[config.mk]
export PLATFORM = sky130hd
export DESIGN_NAME = alu_share_arb_flat
export DESIGN_NICKNAME = d
export VERILOG_FILES = /design/src/rtl/alu_share_arb_pkg.sv /design/src/rtl/alu_share_arb_if.sv /design/src/rtl/alu_share_arb_alu.sv /design/src/rtl/alu_share_arb_rr_arb2.sv /design/src/rtl/alu_share_arb.sv /design/src/flat_wrapper.sv
export SDC_FILE = /design/constraint.sdc
export NUM_CORES = 1
export LEC_CHECK = 0
export CAP_MARGIN = 40
export CELL_PAD_IN_SITES_DETAIL_PLACEMENT = 1
export CELL_PAD_IN_SITES_GLOBAL_PLACEMENT = 2
export CORE_MARGIN = 8
export CORE_UTILIZATION = 35
export DETAILED_ROUTE_END_ITERATION = 10
export DONT_BUFFER_PORTS = 1
export PLACE_DENSITY = 0.89
export SLEW_MARGIN = 30
export SYNTH_ARGS = -nofsm -noshare
export SYNTH_HDL_FRONTEND = slang
export SYNTH_SLANG_ARGS = --single-unit
export TNS_END_PERCENT = 5
[constraint.sdc]
create_clock -name clk -period 8.3 [get_ports clk]
set_input_delay 0.83 -clock clk [delete_from_list [all_inputs] [get_ports clk]]
set_output_delay 0.83 -clock clk [all_outputs]
set_load 0.1 [all_outputs]
[src/rtl/alu_share_arb_pkg.sv]
// alu_share_arb_pkg: shared widths, ALU opcodes and bus payload types for
// the shared-ALU arbiter slice.
// Optional build macro: ALU_ARB_FIXED_PRIO_EN (fixed priority, requester 0 wins).
package alu_share_arb_pkg;

    localparam int unsigned XLEN         = 32;
    localparam int unsigned TAGW         = 4;
    localparam int unsigned SHAMTW       = 5;
    localparam int unsigned ALUCTRLW     = 4;
    localparam int unsigned ALUCTRL1W    = 3;
    localparam int unsigned ALU_ARB_NREQ = 2;

    // ALU operation select
    localparam logic [ALUCTRLW-1:0] ALU_CTRL_MOVEA = 4'd0;
    localparam logic [ALUCTRLW-1:0] ALU_CTRL_ADD   = 4'd1;
    localparam logic [ALUCTRLW-1:0] ALU_CTRL_ADDU  = 4'd2;
    localparam logic [ALUCTRLW-1:0] ALU_CTRL_SUB   = 4'd3;
    localparam logic [ALUCTRLW-1:0] ALU_CTRL_SUBU  = 4'd4;
    localparam logic [ALUCTRLW-1:0] ALU_CTRL_AND   = 4'd5;
    localparam logic [ALUCTRLW-1:0] ALU_CTRL_OR    = 4'd6;
    localparam logic [ALUCTRLW-1:0] ALU_CTRL_XOR   = 4'd7;
    localparam logic [ALUCTRLW-1:0] ALU_CTRL_NOR   = 4'd8;
    localparam logic [ALUCTRLW-1:0] ALU_CTRL_SLL   = 4'd9;
    localparam logic [ALUCTRLW-1:0] ALU_CTRL_SRL   = 4'd10;
    localparam logic [ALUCTRLW-1:0] ALU_CTRL_SRA   = 4'd11;
    localparam logic [ALUCTRLW-1:0] ALU_CTRL_SLT   = 4'd12;
    localparam logic [ALUCTRLW-1:0] ALU_CTRL_SLTU  = 4'd13;
    localparam logic [ALUCTRLW-1:0] ALU_CTRL_LUI   = 4'd14;

    // Branch compare select (0 = none)
    localparam logic [ALUCTRL1W-1:0] ALU_BNONE = 3'd0;
    localparam logic [ALUCTRL1W-1:0] ALU_BEQ   = 3'd1;
    localparam logic [ALUCTRL1W-1:0] ALU_BNE   = 3'd2;
    localparam logic [ALUCTRL1W-1:0] ALU_BLT   = 3'd3;
    localparam logic [ALUCTRL1W-1:0] ALU_BGE   = 3'd4;
    localparam logic [ALUCTRL1W-1:0] ALU_BLTU  = 3'd5;
    localparam logic [ALUCTRL1W-1:0] ALU_BGEU  = 3'd6;

    typedef struct packed {
        logic [XLEN-1:0]      a;
        logic [XLEN-1:0]      b;
        logic [SHAMTW-1:0]    shamt;
        logic [ALUCTRLW-1:0]  aluctrl;
        logic [ALUCTRL1W-1:0] aluctrl1;
        logic [TAGW-1:0]      tag;
    } alu_req_t;

    typedef struct packed {
        logic            id;
        logic [TAGW-1:0] tag;
        logic [XLEN-1:0] aluout;
        logic            zero;
        logic            overflow;
    } alu_rsp_t;

    typedef enum logic {
        SLOT_EMPTY = 1'b0,
        SLOT_FULL  = 1'b1
    } slot_state_e;

endpackage

[src/rtl/alu_share_arb_if.sv]
// alu_share_arb_if: request/response bus between the two requesters plus the
// result consumer (master side) and the arbiter (slave side).
//   req_valid/req_ready : per-requester handshake
//   req0/req1           : request payloads (operands, ops, tag)
//   rsp_valid/rsp_ready : result handshake
//   rsp_id/tag/aluout/zero/overflow : result fields
interface alu_share_arb_if;
    import alu_share_arb_pkg::*;

    logic [ALU_ARB_NREQ-1:0] req_valid;
    logic [ALU_ARB_NREQ-1:0] req_ready;
    alu_req_t                req0;
    alu_req_t                req1;
    logic                    rsp_valid;
    logic                    rsp_ready;
    logic                    rsp_id;
    logic [TAGW-1:0]         rsp_tag;
    logic [XLEN-1:0]         rsp_aluout;
    logic                    rsp_zero;
    logic                    rsp_overflow;

    modport master (
        output req_valid, req0, req1, rsp_ready,
        input  req_ready, rsp_valid, rsp_id, rsp_tag, rsp_aluout, rsp_zero, rsp_overflow
    );

    modport slave (
        input  req_valid, req0, req1, rsp_ready,
        output req_ready, rsp_valid, rsp_id, rsp_tag, rsp_aluout, rsp_zero, rsp_overflow
    );

endinterface

[src/rtl/alu_share_arb_alu.sv]
// alu: combinational core ALU shared by the arbiter.
//   a, b, shamt, aluctrl, aluctrl1 in; aluout, zero, overflow out.
//   aluctrl1 != 0 selects a branch compare and aluout becomes 0/1.
module alu
    import alu_share_arb_pkg::*;
(
    input  logic [XLEN-1:0]      a,
    input  logic [XLEN-1:0]      b,
    input  logic [SHAMTW-1:0]    shamt,
    input  logic [ALUCTRLW-1:0]  aluctrl,
    input  logic [ALUCTRL1W-1:0] aluctrl1,
    output logic [XLEN-1:0]      aluout,
    output logic                 zero,
    output logic                 overflow
);

    logic [XLEN-1:0] sum_c;
    logic [XLEN-1:0] diff_c;
    logic            slt_c;
    logic            sltu_c;
    logic            cmp_c;

    assign sum_c  = a + b;
    assign diff_c = a - b;
    assign slt_c  = $signed(a) < $signed(b);
    assign sltu_c = a < b;

    // Branch compare outcome
    always_comb begin
        cmp_c = 1'b0;
        case (aluctrl1)
            ALU_BEQ:  cmp_c = (a == b);
            ALU_BNE:  cmp_c = (a != b);
            ALU_BLT:  cmp_c = slt_c;
            ALU_BGE:  cmp_c = ~slt_c;
            ALU_BLTU: cmp_c = sltu_c;
            ALU_BGEU: cmp_c = ~sltu_c;
            default:  cmp_c = 1'b0;
        endcase
    end

    // Arithmetic/logic result; signed overflow only for ADD/SUB
    always_comb begin
        aluout   = '0;
        overflow = 1'b0;
        case (aluctrl)
            ALU_CTRL_MOVEA: aluout = a;
            ALU_CTRL_ADD: begin
                aluout   = sum_c;
                overflow = (a[XLEN-1] == b[XLEN-1]) && (sum_c[XLEN-1] != a[XLEN-1]);
            end
            ALU_CTRL_ADDU:  aluout = sum_c;
            ALU_CTRL_SUB: begin
                aluout   = diff_c;
                overflow = (a[XLEN-1] != b[XLEN-1]) && (diff_c[XLEN-1] != a[XLEN-1]);
            end
            ALU_CTRL_SUBU:  aluout = diff_c;
            ALU_CTRL_AND:   aluout = a & b;
            ALU_CTRL_OR:    aluout = a | b;
            ALU_CTRL_XOR:   aluout = a ^ b;
            ALU_CTRL_NOR:   aluout = ~(a | b);
            ALU_CTRL_SLL:   aluout = a << shamt;
            ALU_CTRL_SRL:   aluout = a >> shamt;
            ALU_CTRL_SRA:   aluout = XLEN'($signed(a) >>> shamt);
            ALU_CTRL_SLT:   aluout = XLEN'(slt_c);
            ALU_CTRL_SLTU:  aluout = XLEN'(sltu_c);
            ALU_CTRL_LUI:   aluout = b;
            default:        aluout = '0;
        endcase
        if (aluctrl1 != ALU_BNONE) begin
            aluout   = XLEN'(cmp_c);
            overflow = 1'b0;
        end
    end

    assign zero = (aluout == '0);

endmodule

[src/rtl/alu_share_arb_rr_arb2.sv]
// rr_arb2: two-way grant logic producing a one-hot (or zero) grant.
//   req_valid_i : per-requester valid
//   prio_i      : requester favoured on contention (round-robin build only)
//   grant_o     : one-hot grant
// Macro ALU_ARB_FIXED_PRIO_EN: requester 0 always wins, prio_i is removed.
module rr_arb2
    import alu_share_arb_pkg::*;
(
    input  logic [ALU_ARB_NREQ-1:0] req_valid_i,
`ifndef ALU_ARB_FIXED_PRIO_EN
    input  logic                    prio_i,
`endif
    output logic [ALU_ARB_NREQ-1:0] grant_o
);

    always_comb begin
        grant_o = '0;
`ifdef ALU_ARB_FIXED_PRIO_EN
        if (req_valid_i[0]) begin
            grant_o = 2'b01;
        end else if (req_valid_i[1]) begin
            grant_o = 2'b10;
        end
`else
        case (req_valid_i)
            2'b01:   grant_o = 2'b01;
            2'b10:   grant_o = 2'b10;
            2'b11:   grant_o = prio_i ? 2'b10 : 2'b01;
            default: grant_o = 2'b00;
        endcase
`endif
    end

endmodule

[src/rtl/alu_share_arb.sv]
// alu_share_arb: time-shares one ALU between two requesters and buffers the
// result in a one-entry valid/ready slot.
//   clk, reset : clock, synchronous active-high reset
//   bus        : alu_share_arb_if.slave (requests in, result out)
// Macro ALU_ARB_FIXED_PRIO_EN: fixed priority to requester 0, no prio state.
module alu_share_arb
    import alu_share_arb_pkg::*;
(
    input  logic                 clk,
    input  logic                 reset,
    alu_share_arb_if.slave       bus
);

    slot_state_e             state_q, state_d;
    alu_rsp_t                rsp_q, rsp_d;
    logic [ALU_ARB_NREQ-1:0] grant_c;
    logic                    can_accept_c;
    logic                    accept_c;
    logic                    sel_c;
    alu_req_t                req_c;
    logic [XLEN-1:0]         aluout_c;
    logic                    zero_c;
    logic                    overflow_c;
`ifndef ALU_ARB_FIXED_PRIO_EN
    logic                    prio_q, prio_d;
`endif

    rr_arb2 u_rr_arb2 (
        .req_valid_i (bus.req_valid),
`ifndef ALU_ARB_FIXED_PRIO_EN
        .prio_i      (prio_q),
`endif
        .grant_o     (grant_c)
    );

    // Slot can take a new result when empty or draining this cycle
    assign can_accept_c  = (state_q == SLOT_EMPTY) | bus.rsp_ready;
    assign bus.req_ready = reset ? 2'b00 : (grant_c & {ALU_ARB_NREQ{can_accept_c}});
    assign accept_c      = |bus.req_ready;

    // Mux parks on requester 0 when nobody is granted
    assign sel_c = grant_c[1];
    assign req_c = sel_c ? bus.req1 : bus.req0;

    alu u_alu (
        .a        (req_c.a),
        .b        (req_c.b),
        .shamt    (req_c.shamt),
        .aluctrl  (req_c.aluctrl),
        .aluctrl1 (req_c.aluctrl1),
        .aluout   (aluout_c),
        .zero     (zero_c),
        .overflow (overflow_c)
    );

    // Slot next-state and capture
    always_comb begin
        state_d = state_q;
        rsp_d   = rsp_q;
`ifndef ALU_ARB_FIXED_PRIO_EN
        prio_d  = prio_q;
`endif
        if (accept_c) begin
            state_d        = SLOT_FULL;
            rsp_d.id       = sel_c;
            rsp_d.tag      = req_c.tag;
            rsp_d.aluout   = aluout_c;
            rsp_d.zero     = zero_c;
            rsp_d.overflow = overflow_c;
`ifndef ALU_ARB_FIXED_PRIO_EN
            prio_d         = ~sel_c;
`endif
        end else if ((state_q == SLOT_FULL) && bus.rsp_ready) begin
            state_d = SLOT_EMPTY;
        end
    end

    always_ff @(posedge clk) begin
        if (reset) begin
            state_q <= SLOT_EMPTY;
            rsp_q   <= '0;
`ifndef ALU_ARB_FIXED_PRIO_EN
            prio_q  <= 1'b0;
`endif
        end else begin
            state_q <= state_d;
            rsp_q   <= rsp_d;
`ifndef ALU_ARB_FIXED_PRIO_EN
            prio_q  <= prio_d;
`endif
        end
    end

    assign bus.rsp_valid    = (state_q == SLOT_FULL);
    assign bus.rsp_id       = rsp_q.id;
    assign bus.rsp_tag      = rsp_q.tag;
    assign bus.rsp_aluout   = rsp_q.aluout;
    assign bus.rsp_zero     = rsp_q.zero;
    assign bus.rsp_overflow = rsp_q.overflow;

endmodule

[src/flat_wrapper.sv]
// flat-port wrapper written by rule: the top's interface ports become plain ports
module alu_share_arb_flat import alu_share_arb_pkg::*;
  (clk, reset, bus_req_valid, bus_req0, bus_req1, bus_rsp_ready, bus_req_ready, bus_rsp_valid, bus_rsp_id, bus_rsp_tag, bus_rsp_aluout, bus_rsp_zero, bus_rsp_overflow);
  alu_share_arb_if bus_i ();
  input  logic clk;
  input  logic reset;
  input wire logic [$bits(bus_i.req_valid)-1:0] bus_req_valid;
  input wire logic [$bits(bus_i.req0)-1:0] bus_req0;
  input wire logic [$bits(bus_i.req1)-1:0] bus_req1;
  input wire logic [$bits(bus_i.rsp_ready)-1:0] bus_rsp_ready;
  output wire logic [$bits(bus_i.req_ready)-1:0] bus_req_ready;
  output wire logic [$bits(bus_i.rsp_valid)-1:0] bus_rsp_valid;
  output wire logic [$bits(bus_i.rsp_id)-1:0] bus_rsp_id;
  output wire logic [$bits(bus_i.rsp_tag)-1:0] bus_rsp_tag;
  output wire logic [$bits(bus_i.rsp_aluout)-1:0] bus_rsp_aluout;
  output wire logic [$bits(bus_i.rsp_zero)-1:0] bus_rsp_zero;
  output wire logic [$bits(bus_i.rsp_overflow)-1:0] bus_rsp_overflow;
  assign bus_i.req_valid = bus_req_valid;
  assign bus_i.req0 = bus_req0;
  assign bus_i.req1 = bus_req1;
  assign bus_i.rsp_ready = bus_rsp_ready;
  assign bus_req_ready = bus_i.req_ready;
  assign bus_rsp_valid = bus_i.rsp_valid;
  assign bus_rsp_id = bus_i.rsp_id;
  assign bus_rsp_tag = bus_i.rsp_tag;
  assign bus_rsp_aluout = bus_i.rsp_aluout;
  assign bus_rsp_zero = bus_i.rsp_zero;
  assign bus_rsp_overflow = bus_i.rsp_overflow;
  alu_share_arb u_core (.clk(clk), .reset(reset), .bus(bus_i));
endmodule
## After elaboration in Yosys (flattened, before gate mapping)

Index checks and enable logic that the tools add are counted.

| word-level totals | value |
|---|---|
| flip-flop bits (word level) | 41 |
| output and inout bits | 42 |
| word-level logic and storage cells | 74 |

| operators by class | value |
|---|---|
| add/sub/neg operators | 2 |
| order comparisons | 2 |
| equality and inequality tests | 29 |
| shifts and indexed selects | 3 |
| muxes and demuxes | 11 |
| bitwise logic cells | 10 |
| reduce and logical (&&, ||, !) cells | 10 |

Operators by type and width:

| kind | number |
|---|---|
| 32-bit case mux with 13 select lines | 1 |
| 80-bit two-way mux | 1 |
| 32-bit < comparator | 2 |
| 32-bit adder | 1 |
| 32-bit AND | 1 |
| 32-bit equality test | 1 |
| 32-bit logical NOT | 1 |
| 32-bit two-way mux | 1 |
| 32-bit != test | 1 |
| 32-bit inverter | 1 |
| 32-bit bitwise OR | 1 |
| 32-bit by 5-bit << shifter with 32-bit output | 1 |
| 32-bit by 5-bit right shift with 32-bit output | 1 |
| 32-bit by 5-bit >>> shifter with 32-bit output | 1 |
| 32-bit subtractor | 1 |
| 32-bit XOR | 1 |
| 4-bit equality test (second input constant) | 7 |
| 4-bit by 3-bit equality test with 1-bit output (second input constant) | 4 |
| 3-bit equality test (second input constant) | 3 |
| 4-bit by 2-bit equality test with 1-bit output (second input constant) | 2 |
| 3-bit by 2-bit equality test with 1-bit output (second input constant) | 2 |
| 1-bit case mux with 6 select lines | 1 |
| 2-bit case mux with 3 select lines | 1 |
| 2-bit OR reduction | 3 |
| 16 further kinds | 27 |

## Logic depth before layout (Yosys ltp)

Gate-level depths: netlist of run 1.

| depth | value |
|---|---|
| word-level depth | 8 |
| mapped depth | 27 |
| depth with buffers taken out | 19 |

## Hierarchy

Synthesis of run 1 repeated with hierarchy kept, for this count alone.

| second synthesis, totals | value |
|---|---|
| cell total of the unflattened synthesis | 2021 |
| area, all modules | 14625.3 µm² |

Modules (own cells, without submodules):

| module | instances | cells each | area each (µm²) | seq. area each (µm²) |
|---|---|---|---|---|
| alu | 1 | 1739 | 11962.7 | 0.0 |
| alu_share_arb | 1 | 279 | 2643.8 | 820.8 |
| rr_arb2 | 1 | 3 | 18.8 | 0.0 |

## Least setup slack after synthesis of run 1

OpenSTA, ideal clock, no wires.

| timing path | value |
|---|---|
| path kind | input-to-reg |
| start | in bus_req_valid[0] |
| end | reg u_core.rsp_q (netlist bit u_core.bus.rsp_zero) |
| arrival time | 6.616 ns |
| data required time | 8.237 ns |
| setup slack | 1.620 ns |
| cell stages on the path | 27 |
| buffers on the path | 10 |
| cell sequence | nand2b_1 buf_6 nand2_1 buf_4 buf_2 buf_4 buf_2 buf_2 buf_1 clkbuf_1 clkbuf_1 nand2_1 nand2_1 ha_1 clkbuf_1 nand3_1 nand2_1 o211a_1 or2_2 a221oi_1 a21oi_1 or4_1 or4_1 a2111o_1 or3_1 nor4_1 a32o_1 |

| between the ends | value |
|---|---|
| cells in the longest elaborated chain, start to end | 8 |
| elaborated cells on any way between the ends | 51 |
| classes of those cells | 2 x add/sub; 2 x order compare; 25 x eq/ne; 3 x shift; 6 x mux; 7 x bitwise; 6 x reduce/logical |

Ends and longest elaborated chain:

| what | RTL line | source |
|---|---|---|
| start, declared | flat_wrapper.sv:7 | `input wire logic [$bits(bus_i.req_valid)-1:0] bus_req_valid;` |
| 2-bit equality test / 2-bit by 1-bit equality test with 1-bit output (equally long branches) | alu_share_arb_rr_arb2.sv:25 | `case (req_valid_i)` |
| 2-bit case mux with 3 select lines * | alu_share_arb_rr_arb2.sv:25 |  |
| branches (longest 6 deep; another with 32-bit subtractor) | - |  |
| end signal, assigned | alu_share_arb.sv:87 | `rsp_q <= rsp_d;` |
| end, declared | alu_share_arb.sv:15 | `alu_rsp_t rsp_q, rsp_d;` |

Every way passes the cells marked *.
A chain may end at the register's enable or synchronous reset.

## Final worst setup path of run 1

Ends and elaborated chain as after synthesis.

==> results by group, run 1 <==
Worst setup path
  • WS Path Type: in -> reg
  • Worst R2R End: u_core.bus.rsp_zero
  • Crit end category: flip-flop
  • Slowest library cell on the worst path: mux2i_1
  • CP max FO: 57
  • Delay of the slowest critical-path stage: 710 ps
  • CP required: 8540 ps
  • Reg2Reg Depth: 18
  • Reg2Reg Setup Slack: 1220 ps
  • Reg2reg start: u_core.prio_q
  • CP cell instances: and2b_4 > nor2_4 > buf_12 > mux2i_1 > inv_1 > ha_1 > nand2_1 > nor3_1 > o211ai_1 > a21oi_1 > a311oi_1 > nor2_1 > nor4b_1 > mux2i_1 > o211ai_1 > or4_1 > a2111oi_0 > a32o_1
  • CP Launch Type: input pin
  • Setup crit start: bus_req_valid[0]
  • Worst Path Arrival: 7430 ps

Timing
  • Unrepaired setup endpoints after global routing: false
  • Relative slew margins: 25.02%
  • Post-layout minimum cycle time: 7188 ps
  • Final setup violation count: 0
  • Peak Freq: 139.1 MHz
  • Final period util: 86.60%
  • Fin Clk Skew: 13.07 ps
  • Actual slew at the worst max-slew pin: 1125 ps
  • Final hold violations: 0
  • Max Slew Vio Count: 0
  • Fin Setup TNS: 0 ps

Detailed routing
  • First DRT Iteration DRCs: 2982
  • Post-route ant nets: 0
  • 1st-pass router iterations: 6
  • Post-route DRC: 0
  • Met2 WL: 46250 µm
  • Via count: 21160
  • Avg WL per Cell: 36.55 µm
  • Post-route met1 wirelength: 41430 µm
  • Via density: 7.255
  • Routed WL: 106600 µm
  • DR top layer: met5
  • Met3 wire length: 11130 µm

Clocking
  • Clock tree buffer depth: 2
  • Worst-path clk slew: 70 ps
  • CTS Hold Bufs: 0
  • Root buf cell: clkbuf_16
  • H-tree Lvls: 2
  • Num CTS Buffers: 5
  • CTS resizes: 0
  • Worst skew pair latency: 300 ps
  • TritonCTS Sinks: 41
  • CTS tree: built
  • Setup bufs post-CTS: 0

Global routing
  • GRT Util Overall: 37.95%
  • Vias in the first global route: 20890
  • Overflow after GRT: 0
  • Largest net degree at the start of global routing: 70
  • First-pass GRT wire length: 151900 µm
  • Initial antenna violation count: 2

Synthesis
  • Ys Warns: 0
  • Share of the yosys chip area belonging to registers: 5.109%
  • Mapped Cells: 2398
  • Net Count, Synth: 2679
  • Yosys reg bits: 41
  • Asr flop ratio synth: 0%
  • Yosys top cell by area: mux2i_1
  • Post-synth EDFFs: 0
  • Top_reg_cell synth: dfxtp_1
  • Yosys cell types: 91
  • Post-Syn Area: 0.01607 mm²
  • Avg Cell Area, Syn: 6.700 µm²
  • Top post-synthesis cells by area: mux2i_1, ha_1, nand2_1
  • Top-area cell type share of the netlist area: 12.09%

Min path
  • Hold Crit Start: u_core.bus.rsp_aluout[19]
  • Hold path cells: 2
  • Hold Crit Class: reg -> reg
  • Worst hold endpoint: u_core.bus.rsp_aluout[19]

Final layout
  • Fin nets: 2595
  • Most common cell after layout, fill and taps aside: nand2_1
  • Layout cell share with drive strength beyond 1: 9.892%
  • Most frequent cells in the layout: nand2_1, nor2_1, mux2i_1
  • Area Growth Syn to Fin: 8.551%
  • Fin util: 38.43%

Placement
  • Gpl congestion: 1.058
  • Port Buf Inserts: 0
  • Dpl hpwl: 84140 µm

Power
  • P_leak: 6.980 nW
  • Power Dens Cells: 121.1 mW/mm²
  • Maximum vdd drop: 0.1006 mV

Floorplanning
  • Die area: 0.05302 mm²
  • Initial Util: 35.40%
  • Die Span X: 230.3 µm
  • Top Ports: 207
  • Number of cell rows: 78
  • Area of the core: 0.04538 mm²
  • Die Span Y: 230.3 µm

Run status
  • Status: finished, final reports clean

Job
  • Max_cap viols: 0
[cells in the mapped netlist (23+ instances only)]
| cell type | number |
|---|---|
| nand2_1 | 313 |
| nor2_1 | 202 |
| mux2i_1 | 194 |
| o21ai_0 | 167 |
| a21oi_1 | 164 |
| ha_1 | 114 |
| clkbuf_1 | 103 |
| inv_1 | 102 |
| nand3_1 | 77 |
| buf_2 | 61 |
| nor3_1 | 58 |
| mux2_2 | 56 |
| a211oi_1 | 47 |
| dfxtp_1 | 41 |
| a22oi_1 | 38 |
| a221oi_1 | 34 |
| o22ai_1 | 30 |
| nand2b_1 | 27 |
| nor2b_1 | 27 |
| a31oi_1 | 26 |
| o211ai_1 | 26 |
| o31ai_1 | 23 |
[state kept, by name (all words and copies together), names as in the netlist]
name	count
u_core.bus.rsp_valid	1
u_core.bus.rsp_zero	1
u_core.bus.rsp_tag	4
u_core.bus.rsp_aluout	32
u_core.bus.rsp_id	1
u_core.prio_q	1
u_core.bus.rsp_overflow	1
[cell families (layout without fill, tap and decap cells)]
family	Yosys count	count (layout)	synth area share (%)
simple gates	856	856	24.94
compound gates	801	801	33.95
buf+inv	295	212	7.717
mux	262	262	17.69
fa+ha+maj	116	116	9.127
flops	41	41	5.109
xor+xnor	27	27	1.472
other cells	0	2	0
[critical path: cells and delay by family]
family	cells	cell delay (ps)
adder cells (fa/ha/maj)	1	590
AO/OA/AOI/OAI	6	1740
AND/OR/NAND/NOR	7	2650
buffers and inverters	2	580
multiplexers	2	960
[power by group]
part | leakage [nW] | switching (mW) | internal [mW]
Combinational | 6.56 | 1.12 | 0.510
Clock | 0.0831 | 0.102 | 0.151
Sequential | 0.335 | 0.0195 | 0.205
Total | 6.98 | 1.25 | 0.866
[routing by layer]
metal	up-vias	track usage, %
met3	364	7.904
met1	10480	47.58
met5	-	0
li1	8836	-
met2	1486	59.57
met4	2	22.00
[per-stage QoR]
step / cell area, µm² / instances / power [mW] / hold WS (ps) / setup WS (ps)
6_report: 17440 / 2917 / 2.111 / 488.2 / 1112
5_1_grt: 17440 / 2915 / 2.176 / 505.7 / 865.7
4_1_cts: 17400 / 2910 / 2.034 / 485.2 / 1310
3_5_place_dp: 17220 / 2902 / 1.780 / 476.7 / 1048
3_3_place_gp: 16510 / 2868 / 1.734 / 501.1 / 1002
2_1_floorplan: 16070 / 2398 / 1.265 / 478.5 / 1620
[worst max path at each step]
stage	slack [ps]	end	cells after the start
after detailed placement	1050	u_core.bus.rsp_zero	18
after global routing	870	u_core.bus.rsp_zero	18
after CTS	1310	u_core.bus.rsp_zero	18
after floorplan	1620	u_core.bus.rsp_zero	27
final	1110	u_core.bus.rsp_zero	18
after global placement	1000	u_core.bus.rsp_zero	18
[cell type report]
class	count	area (µm²)
well taps	600	750.7
clock buffers	6	138.9
repair buffers	100	1201
flip-flops and latches	41	827.0
diodes	2	5.005
clock inverters	2	37.54
fillers	5755	27940
multi-input cells	2062	14090
inverters	104	390.4
(Power assumes the default switching activity.)
==> inputs of run 2 (changes only) <==
CELL_PAD_IN_SITES_DETAIL_PLACEMENT = not set   (was 1)
CELL_PAD_IN_SITES_GLOBAL_PLACEMENT = not set   (was 2)
CORE_UTILIZATION = 34   (was 35)
PLACE_DENSITY = 0.58   (was 0.89)
==> results by group, run 2 (same netlist as run 1, synthesis figures left out) <==
Detailed routing
  • Routed WL: 101200 µm
  • First DRT Iteration DRCs: 3137
  • Post-route ant nets: 0
  • Avg WL per Cell: 34.66 µm
  • Post-route DRC: 0
  • Via count: 20970
  • Via density: 7.183
  • 1st-pass router iterations: 8

Placement
  • Setup WS pre-CTS: 1252 ps
  • Dpl cells: 2906
  • Dpl hpwl: 79770 µm
  • Port Buf Inserts: 0
  • Gpl congestion: 1.147

Power
  • Maximum vdd drop: 0.07887 mV
  • Power Dens Cells: 116.8 mW/mm²
  • P_leak: 6.967 nW
  • Design Power: 2.037 mW

Timing
  • Final setup violation count: 0
  • Unrepaired setup endpoints after global routing: false
  • Final hold violations: 0
  • Max Slew Vio Count: 0
  • Post-layout minimum cycle time: 7164 ps
  • Final period util: 86.31%
  • Relative slew margins: 31.07%
  • Actual slew at the worst max-slew pin: 1031 ps
  • Fin Clk Skew: 5.412 ps
  • Fin Setup TNS: 0 ps
  • Peak Freq: 139.6 MHz
  • Setup ws final: 1136 ps

Global routing
  • GRT Util Overall: 35.07%
  • Largest net degree at the start of global routing: 101
  • First-pass GRT wire length: 142500 µm
  • Overflow after GRT: 0
  • Initial antenna violation count: 4
  • Vias in the first global route: 19370

Worst setup path
  • CP required: 8530 ps
  • Worst Path Arrival: 7390 ps
  • CP Launch Type: flip-flop
  • Worst R2R End: u_core.bus.rsp_zero
  • Reg2Reg Setup Slack: 1140 ps
  • Reg2reg start: u_core.prio_q
  • WS Path Type: reg -> reg
  • Crit end category: flip-flop
  • CP max FO: 100
  • Reg2Reg Depth: 16

Clocking
  • Clock tree buffer depth: 2
  • CTS resizes: 0
  • Root buf cell: clkbuf_16
  • TritonCTS Sinks: 41
  • Worst-path clk slew: 70 ps
  • CTS Hold Bufs: 0
  • Num CTS Buffers: 5
  • Setup bufs post-CTS: 0
  • CTS tree: built
  • Worst skew pair latency: 280 ps
  • H-tree Lvls: 2

Final layout
  • Largest register FFs: 32
  • Layout cell share with drive strength beyond 1: 9.697%
  • Final instance count without filler cells: 2919
  • Fin nets: 2590
  • Most common cell after layout, fill and taps aside: nand2_1
  • Most frequent cells in the layout: nand2_1, nor2_1, mux2i_1
  • Area Growth Syn to Fin: 8.574%
  • Fin util: 37.47%

Floorplanning
  • Initial Util: 34.51%
  • Die area: 0.05447 mm²
  • Area of the core: 0.04656 mm²
  • Die Span X: 233.4 µm
  • Number of cell rows: 79
  • Top Ports: 207
  • Die Span Y: 233.4 µm

Min path
  • Hold path cells: 2
  • Hold Crit Class: reg -> reg
  • Hold Crit Start: u_core.bus.rsp_aluout[15]
  • Worst hold endpoint: u_core.bus.rsp_aluout[15]

Job
  • Max_cap viols: 0

Run status
  • Status: finished, final reports clean
## run 2: cell types whose count changed in the layout (fill, tap and decap cells not counted), moves of 2 or more
cell       before  now
buf_16         16   21
dfxtp_2         5    7
clkinv_2        0    2
dfxtp_1        36   34
buf_4          60   52
buf_8          15   12
o21ai_0       164  166
a2111oi_1       2    4
o21ai_1         9    7
## run 2: report_power, final
group	switching [mW]	total [mW]	internal, mW
Clock	0.0880	0.199	0.111
Sequential	0.0207	0.226	0.205
Combinational	1.10	1.61	0.511
Total	1.21	2.04	0.827
## run 2: layer usage
layer / part of all wire, % / wire length (µm) / GRT usage (%)
met1: 39 / 39340 / 45.04
met2: 43 / 43760 / 54.44
met3: 12 / 11720 / 8.431
met4: 6.3 / 6353 / 17.12
met5: 0 / 0 / 0
## run 2: layout make-up
type,count,area (µm²)
repair buffers,95,1236
multi-input cells,2062,14080
diodes,2,5.005
clock buffers,5,125.1
fillers,5013,29110
inverters,104,390.4
well taps,607,759.5
clock inverters,3,17.52
flip-flops and latches,41,829.5
## run 2: how the worst max path moves through the flow
| stage | start | endpoint | slack (ps) | cells past startpoint |
|---|---|---|---|---|
| global placement | bus_req_valid[0] | u_core.bus.rsp_zero | 1080 | 16 |
| floorplan | bus_req_valid[0] | u_core.bus.rsp_zero | 1620 | 27 |
| finish | u_core.prio_q | u_core.bus.rsp_zero | 1140 | 16 |
| CTS | u_core.prio_q | u_core.bus.rsp_zero | 1500 | 16 |
| detailed placement | bus_req_valid[0] | u_core.bus.rsp_zero | 1250 | 16 |
| global route | u_core.prio_q | u_core.bus.rsp_zero | 1120 | 16 |
## run 2: critical path, cell delays in order (launching register included)
cell and delay, ps:
dfxtp_1 480, and2b_4 250, nor2_4 440, buf_12 530, mux2i_1 830, inv_1 150, ha_1 470, a21oi_1 280
o21ai_0 220, nand2_1 110, o221ai_1 120, or4_1 630, a2111oi_1 850, o211ai_1 290, or4_1 590, a2111oi_0 590
a32o_1 200
## run 2: per-stage QoR
step / cell area, µm² / hold slack [ps]
after floorplan: 16070 / 478.5
after global placement: 16450 / 611.5
after detailed placement: 17280 / 477.8
after CTS: 17420 / 486.8
after global routing: 17440 / 510.3
final: 17440 / 484.9
